==> src/rtl/fp_mul_norm_round.sv <==
// Back end of the single-precision FP multiplier: captures the mantissa product on
// multiplier completion, then normalizes, rounds to nearest-even and packs the IEEE result.
module fp_mul_norm_round #(
  parameter int N    = 25,
  parameter int EW   = 8,
  parameter int BIAS = 127
) (
  input  logic            clk,
  input  logic            reset,
  input  logic [2*N-3:0]  prod,
  input  logic            mult_done,
  input  logic            abort,
  input  logic            sign_a,
  input  logic            sign_b,
  input  logic [EW-1:0]   exp_a,
  input  logic [EW-1:0]   exp_b,
  input  logic            zero_a,
  input  logic            zero_b,
  input  logic            inf_a,
  input  logic            inf_b,
  input  logic            nan_a,
  input  logic            nan_b,
  output logic [EW+N-2:0] result,
  output logic            result_valid,
  output logic            busy,
  output logic            overflow,
  output logic            underflow,
  output logic            inexact,
  output logic            invalid
);

  localparam int PW      = 2 * N - 2;
  localparam int FW      = N - 2;
  localparam int XW      = EW + 2;
  localparam int EXP_MAX = (1 << EW) - 1;
  localparam logic [XW-1:0] BIAS_X = XW'(BIAS);
  localparam logic [XW-1:0] ONE_X  = XW'(1);

  typedef enum logic [1:0] {
    IDLE  = 2'd0,
    NORM  = 2'd1,
    ROUND = 2'd2,
    DONE  = 2'd3
  } state_t;

  function automatic logic [EW+N-2:0] pack(input logic s, input logic [EW-1:0] e,
                                           input logic [FW-1:0] f);
    return {s, e, f};
  endfunction

  state_t          state;
  logic            mult_done_q;

  // Operand snapshot taken at capture
  logic [PW-1:0]   prod_r;
  logic            sign_a_r, sign_b_r;
  logic [EW-1:0]   exp_a_r, exp_b_r;
  logic            zero_a_r, zero_b_r, inf_a_r, inf_b_r, nan_a_r, nan_b_r;

  // Normalized values (frac excludes the hidden bit, which is always 1 here)
  logic            sign_n;
  logic [XW-1:0]   exp_n;
  logic [FW-1:0]   frac_n;
  logic            guard_n, sticky_n;

  // Packed result waiting for the DONE cycle, so aborted ops never touch the outputs
  logic [EW+N-2:0] res_p;
  logic            ovf_p, unf_p, inx_p, inv_p;

  logic            capture;
  logic [XW-1:0]   exp_sum;
  logic [XW-1:0]   exp_norm_c;
  logic [FW-1:0]   frac_norm_c;
  logic            guard_c, sticky_c;

  logic            round_up;
  logic [FW:0]     frac_sum;
  logic [XW-1:0]   exp_rnd;
  logic [FW-1:0]   frac_rnd;
  logic [EW+N-2:0] res_c;
  logic            ovf_c, unf_c, inx_c, inv_c;
  logic            any_inf, any_zero;

  assign capture = mult_done & ~mult_done_q;

  // Normalization: a product in [2,4) shifts right one place and bumps the exponent
  always_comb begin
    exp_sum = {2'b00, exp_a_r} + {2'b00, exp_b_r} - BIAS_X;
    if (prod_r[PW-1]) begin
      exp_norm_c  = exp_sum + ONE_X;
      frac_norm_c = prod_r[PW-2 -: FW];
      guard_c     = prod_r[PW-2-FW];
      sticky_c    = |prod_r[PW-3-FW:0];
    end else begin
      exp_norm_c  = exp_sum;
      frac_norm_c = prod_r[PW-3 -: FW];
      guard_c     = prod_r[PW-3-FW];
      sticky_c    = |prod_r[PW-4-FW:0];
    end
  end

  // Round-to-nearest-even, exponent range checks and special-case selection
  always_comb begin
    round_up = guard_n & (sticky_n | frac_n[0]);
    frac_sum = {1'b0, frac_n} + {{FW{1'b0}}, round_up};
    if (frac_sum[FW]) begin
      exp_rnd  = exp_n + ONE_X;
      frac_rnd = {FW{1'b0}};
    end else begin
      exp_rnd  = exp_n;
      frac_rnd = frac_sum[FW-1:0];
    end

    any_inf  = inf_a_r | inf_b_r;
    any_zero = zero_a_r | zero_b_r;
    res_c    = {(EW+N-1){1'b0}};
    ovf_c    = 1'b0;
    unf_c    = 1'b0;
    inx_c    = 1'b0;
    inv_c    = 1'b0;

    if (nan_a_r | nan_b_r | (any_inf & any_zero)) begin
      res_c = pack(1'b0, {EW{1'b1}}, {1'b1, {(FW-1){1'b0}}});
      inv_c = 1'b1;
    end else if (any_inf) begin
      res_c = pack(sign_n, {EW{1'b1}}, {FW{1'b0}});
    end else if (any_zero) begin
      res_c = pack(sign_n, {EW{1'b0}}, {FW{1'b0}});
    end else if ($signed(exp_rnd) >= EXP_MAX) begin
      res_c = pack(sign_n, {EW{1'b1}}, {FW{1'b0}});
      ovf_c = 1'b1;
      inx_c = 1'b1;
    end else if ($signed(exp_rnd) <= 0) begin
      res_c = pack(sign_n, {EW{1'b0}}, {FW{1'b0}});
      unf_c = 1'b1;
      inx_c = 1'b1;
    end else begin
      res_c = pack(sign_n, exp_rnd[EW-1:0], frac_rnd);
      inx_c = guard_n | sticky_n;
    end
  end

  // Control FSM with all datapath registers and registered outputs
  always_ff @(posedge clk or posedge reset) begin
    if (reset) begin
      state        <= IDLE;
      mult_done_q  <= 1'b0;
      prod_r       <= {PW{1'b0}};
      sign_a_r     <= 1'b0;
      sign_b_r     <= 1'b0;
      exp_a_r      <= {EW{1'b0}};
      exp_b_r      <= {EW{1'b0}};
      zero_a_r     <= 1'b0;
      zero_b_r     <= 1'b0;
      inf_a_r      <= 1'b0;
      inf_b_r      <= 1'b0;
      nan_a_r      <= 1'b0;
      nan_b_r      <= 1'b0;
      sign_n       <= 1'b0;
      exp_n        <= {XW{1'b0}};
      frac_n       <= {FW{1'b0}};
      guard_n      <= 1'b0;
      sticky_n     <= 1'b0;
      res_p        <= {(EW+N-1){1'b0}};
      ovf_p        <= 1'b0;
      unf_p        <= 1'b0;
      inx_p        <= 1'b0;
      inv_p        <= 1'b0;
      result       <= {(EW+N-1){1'b0}};
      result_valid <= 1'b0;
      busy         <= 1'b0;
      overflow     <= 1'b0;
      underflow    <= 1'b0;
      inexact      <= 1'b0;
      invalid      <= 1'b0;
    end else begin
      mult_done_q  <= mult_done;
      result_valid <= 1'b0;
      if (abort) begin
        state <= IDLE;
        busy  <= 1'b0;
      end else begin
        case (state)
          IDLE: begin
            if (capture) begin
              prod_r   <= prod;
              sign_a_r <= sign_a;
              sign_b_r <= sign_b;
              exp_a_r  <= exp_a;
              exp_b_r  <= exp_b;
              zero_a_r <= zero_a;
              zero_b_r <= zero_b;
              inf_a_r  <= inf_a;
              inf_b_r  <= inf_b;
              nan_a_r  <= nan_a;
              nan_b_r  <= nan_b;
              busy     <= 1'b1;
              state    <= NORM;
            end else begin
              state <= IDLE;
            end
          end
          NORM: begin
            sign_n   <= sign_a_r ^ sign_b_r;
            exp_n    <= exp_norm_c;
            frac_n   <= frac_norm_c;
            guard_n  <= guard_c;
            sticky_n <= sticky_c;
            state    <= ROUND;
          end
          ROUND: begin
            res_p <= res_c;
            ovf_p <= ovf_c;
            unf_p <= unf_c;
            inx_p <= inx_c;
            inv_p <= inv_c;
            state <= DONE;
          end
          DONE: begin
            result       <= res_p;
            overflow     <= ovf_p;
            underflow    <= unf_p;
            inexact      <= inx_p;
            invalid      <= inv_p;
            result_valid <= 1'b1;
            busy         <= 1'b0;
            state        <= IDLE;
          end
          default: begin
            busy  <= 1'b0;
            state <= IDLE;
          end
        endcase
      end
    end
  end

endmodule

==> config.mk <==
export PLATFORM = sky130hd
export DESIGN_NAME = fp_mul_norm_round
export DESIGN_NICKNAME = d
export VERILOG_FILES = /design/src/rtl/fp_mul_norm_round.sv
export SDC_FILE = /design/constraint.sdc
export NUM_CORES = 1
export LEC_CHECK = 0
export BUFFER_PORTS_ARGS = -buffer_cell sky130_fd_sc_hd__buf_4
export CORE_ASPECT_RATIO = 1.1
export CORE_MARGIN = 1
export CORE_UTILIZATION = 50
export CTS_BUF_LIST = sky130_fd_sc_hd__clkbuf_16
export DETAILED_ROUTE_END_ITERATION = 8
export PLACE_DENSITY = 0.83
export SYNTH_ARGS = -nofsm -noshare
export SYNTH_HDL_FRONTEND = slang
export SYNTH_SLANG_ARGS = --single-unit
==> constraint.sdc <==
create_clock -name clk -period 14.3 [get_ports clk]
set_clock_uncertainty 0.05 [all_clocks]
set_input_delay 2.145 -clock clk [delete_from_list [all_inputs] [get_ports clk]]
set_output_delay 2.145 -clock clk [all_outputs]
set_load 0.005 [all_outputs]
==> impl_metrics.toml <==
[finish]
antenna_cells = 0
syn_to_final_growth_pct = 18.4
finalNonFillerCells = 1109
n_fill_cell = 1398
finalNetCount = 963
drive_gt1_frac = 0.314

[routing]
routed_wirelength_microns = 17000
route.vias.total = 5957
drt_iter0_drc = 358
via_per_inst = 5.37
antenna_left = 0
remaining_drc_errors = 0
dr.pass1.iters = 5
wl_per_cell_microns = 15.4

[place]
dpl.cell_count = 1079
portBuffers = 113
dp_hpwl_microns = 12100
dp_slack_ps = 9890
place.gp.congestion = 0.892

[pwr]
ir_worst_vdd_mv = 0.0931
p_total_mw = 1.67
power_density_nw_per_um2 = 162
p_sw_mw = 0.536
intPower_mw = 1.14
p_comb_frac = 0.264
switching_share = 0.320
power.sequential.fraction = 0.457
clockPowerShare = 0.279
power.static_leakage_nw = 4.72

[clock_tree]
cts_resized = 0
clkLatencyLatePin_ps = 440
clk_pin_slew_ps = 60
cts_sinks = 185
htree_levels = 4
cts_tree = "built"
cts_buffers = 17
root_buffer = "clkbuf_16"
hold_buffers = 0
post_cts_buffers = 0
cts_buffer_depth = 2

[grt]
track_usage = 0.205
grt_first_pass_wirelength_microns = 29200
grt_max_degree = 105
grt_overflow_total = 0
grt_pass1_vias = 6132
antenna_found_initial = 0

[timing]
setup_viol = 0
fin_ws_ps = 10350
fmaxAchievable_ghz = 0.253
tightest_slew_ps = 1170
rsz0062_at_grt = "no"
maxSlewViolCount = 0
hold_violations = 0
final.min_clock_period_ps = 3950
tns_ps = 0
max_slew_margin = 0.210
post-route-period-util = 0.276

[hold_path]
hold_path_depth = 2
whs_endpoint = "res_p[31]$_DFFE_PP0P_"
hp-class = "flip-flop to flip-flop"
min_from = "res_p[31]$_DFFE_PP0P_"

[die]
dieWidth_microns = 128
die_area_sq_um = 18000
num_io_pins = 114
num_rows = 50
die_h_microns = 141
coreArea_sq_um = 17100
start_util = 0.512

[synth]
yosys.area.top_type = "dfrtp_1"
syn_area_sq_um = 8740
synth-edff-count = 0
synth-seq-cells = 185
synth-main-ff-cell = "dfrtp_1"
synth_area_leaders = "dfrtp_1, mux2_2, o21ai_0, nand2_1, ha_1"
synthArstFlopShare = 1.00
ys_seq_area_frac = 0.530
syn_avg_cell_area_sq_um = 11.4
synth_nets = 866
ys_warn_count = 0
synth.distinct_cells = 53
yosys-top-cells-count = "dfrtp_1, mux2_2, nand2_1, o21ai_0, clkbuf_1"
yosysMostFrequentCell = "dfrtp_1"
yosysTopAreaCellShare = 0.530
postSynthCellCount = 767

[worst_setup_path]
arrival_ps = 4250
end_kind = "flip-flop"
r2r-end = "exp_n[8]$_DFFE_PP0P_"
worst_setup_path_start_kind = "input pin"
cp_max_fo = 28
r2r_slack_ps = 10860
rr_worst_depth = 11
critPathKind = "input pin to flip-flop"
required_ps = 14600
timing.rr.start = "exp_b_r[1]$_DFFE_PP0P_"

[run_status]
status = "finished clean"

[flow_run]
cap_violations = 0
worst max path at each step:
stage,startpoint,endpoint,slack (ps),depth (start not counted)
after floorplan,reset,busy$_DFFE_PP0P_,7080,1
after global placement,abort,res_p[11]$_DFFE_PP0P_,10030,7
after detailed placement,abort,res_p[7]$_DFFE_PP0P_,9890,7
after CTS,abort,res_p[5]$_DFFE_PP0P_,10380,7
after global routing,abort,res_p[4]$_DFFE_PP0P_,10100,7
final,abort,res_p[7]$_DFFE_PP0P_,10350,7
state kept, by name, summed over array words and instances (netlist names), 2 cells and up:
signal,cells
prod_r,48
exp_b_r,8
result,32
res_p,32
frac_n,23
exp_a_r,8
state,2
exp_n,10
through the flow:
step	utilization	instance area (sq um)	hold slack (ps)
after floorplan	-	8740	393
after global placement	0.572	9770	412
after detailed placement	0.572	9770	421
after CTS	0.606	10300	440
after global routing	0.606	10300	465
final	0.606	10300	440
power groups by stage:
| stage | Clock [mW] | Sequential (mW) | Combinational (mW) |
|---|---|---|---|
| 5_1_grt | 0.496 | 0.784 | 0.499 |
| 6_report | 0.468 | 0.765 | 0.442 |
| 3_3_place_gp | 0 | 0.765 | 0.423 |
| 2_1_floorplan | 0 | 0.718 | 0.366 |
| 4_1_cts | 0.478 | 0.764 | 0.445 |
| 3_5_place_dp | 0 | 0.773 | 0.439 |
critical path, stage by stage:
cell	delay (ps)
buf_4	150
nand2b_1	620
nor3_1	410
and2_1	290
o311a_2	330
nand2_4	110
o21ai_0	190
cell usage in the layout (no fill, tap or decap), types with 5 or more instances in the layout:
cell,n
a211oi_1,5
a21oi_1,18
a31oi_1,5
and2_1,6
buf_4,118
clkbuf_16,17
dfrtp_1,185
ha_1,22
inv_1,20
mux2_2,107
mux2i_1,26
nand2_1,85
nand3_1,17
nand4_1,12
nor2_1,26
nor2b_1,5
nor3_1,9
nor4_1,9
o21ai_0,66
o21ai_2,9
o31ai_1,5
xnor2_1,14
xor2_1,27
cell type report:
cell class                      count  area [sq um]  share of cell area
Clock buffer                       17           425              0.0411
Multi-Input combinational cell    521          3880               0.375
Tap cell                          234           293              0.0283
Sequential cell                   185          4630               0.447
Clock inverter                     13           153              0.0148
Inverter                           21          83.8             0.00810
Timing Repair Buffer              118           886              0.0856
routing by layer:
| metal | vias up | wire length [microns] | GRT usage |
|---|---|---|---|
| met5 | - | 0 | 0 |
| met4 | 0 | 347 | 0.0830 |
| met3 | 30 | 976 | 0.0581 |
| met2 | 134 | 8210 | 0.334 |
| met1 | 2890 | 7500 | 0.259 |
| li1 | 2903 | - | - |
logic make-up (layout without fill, tap and decap cells):
| family | count (synthesis) | in the layout | share of synthesized area |
|---|---|---|---|
| flip-flops | 185 | 185 | 0.530 |
| adder cells (fa/ha/maj) | 23 | 23 | 0.0338 |
| buffers and inverters | 61 | 169 | 0.0281 |
| multiplexers | 133 | 133 | 0.168 |
| AND/OR/NAND/NOR | 197 | 197 | 0.111 |
| XOR/XNOR | 42 | 42 | 0.0437 |
| AO/OA/AOI/OAI | 126 | 126 | 0.0863 |
Power figures use the tool's default switching activity.
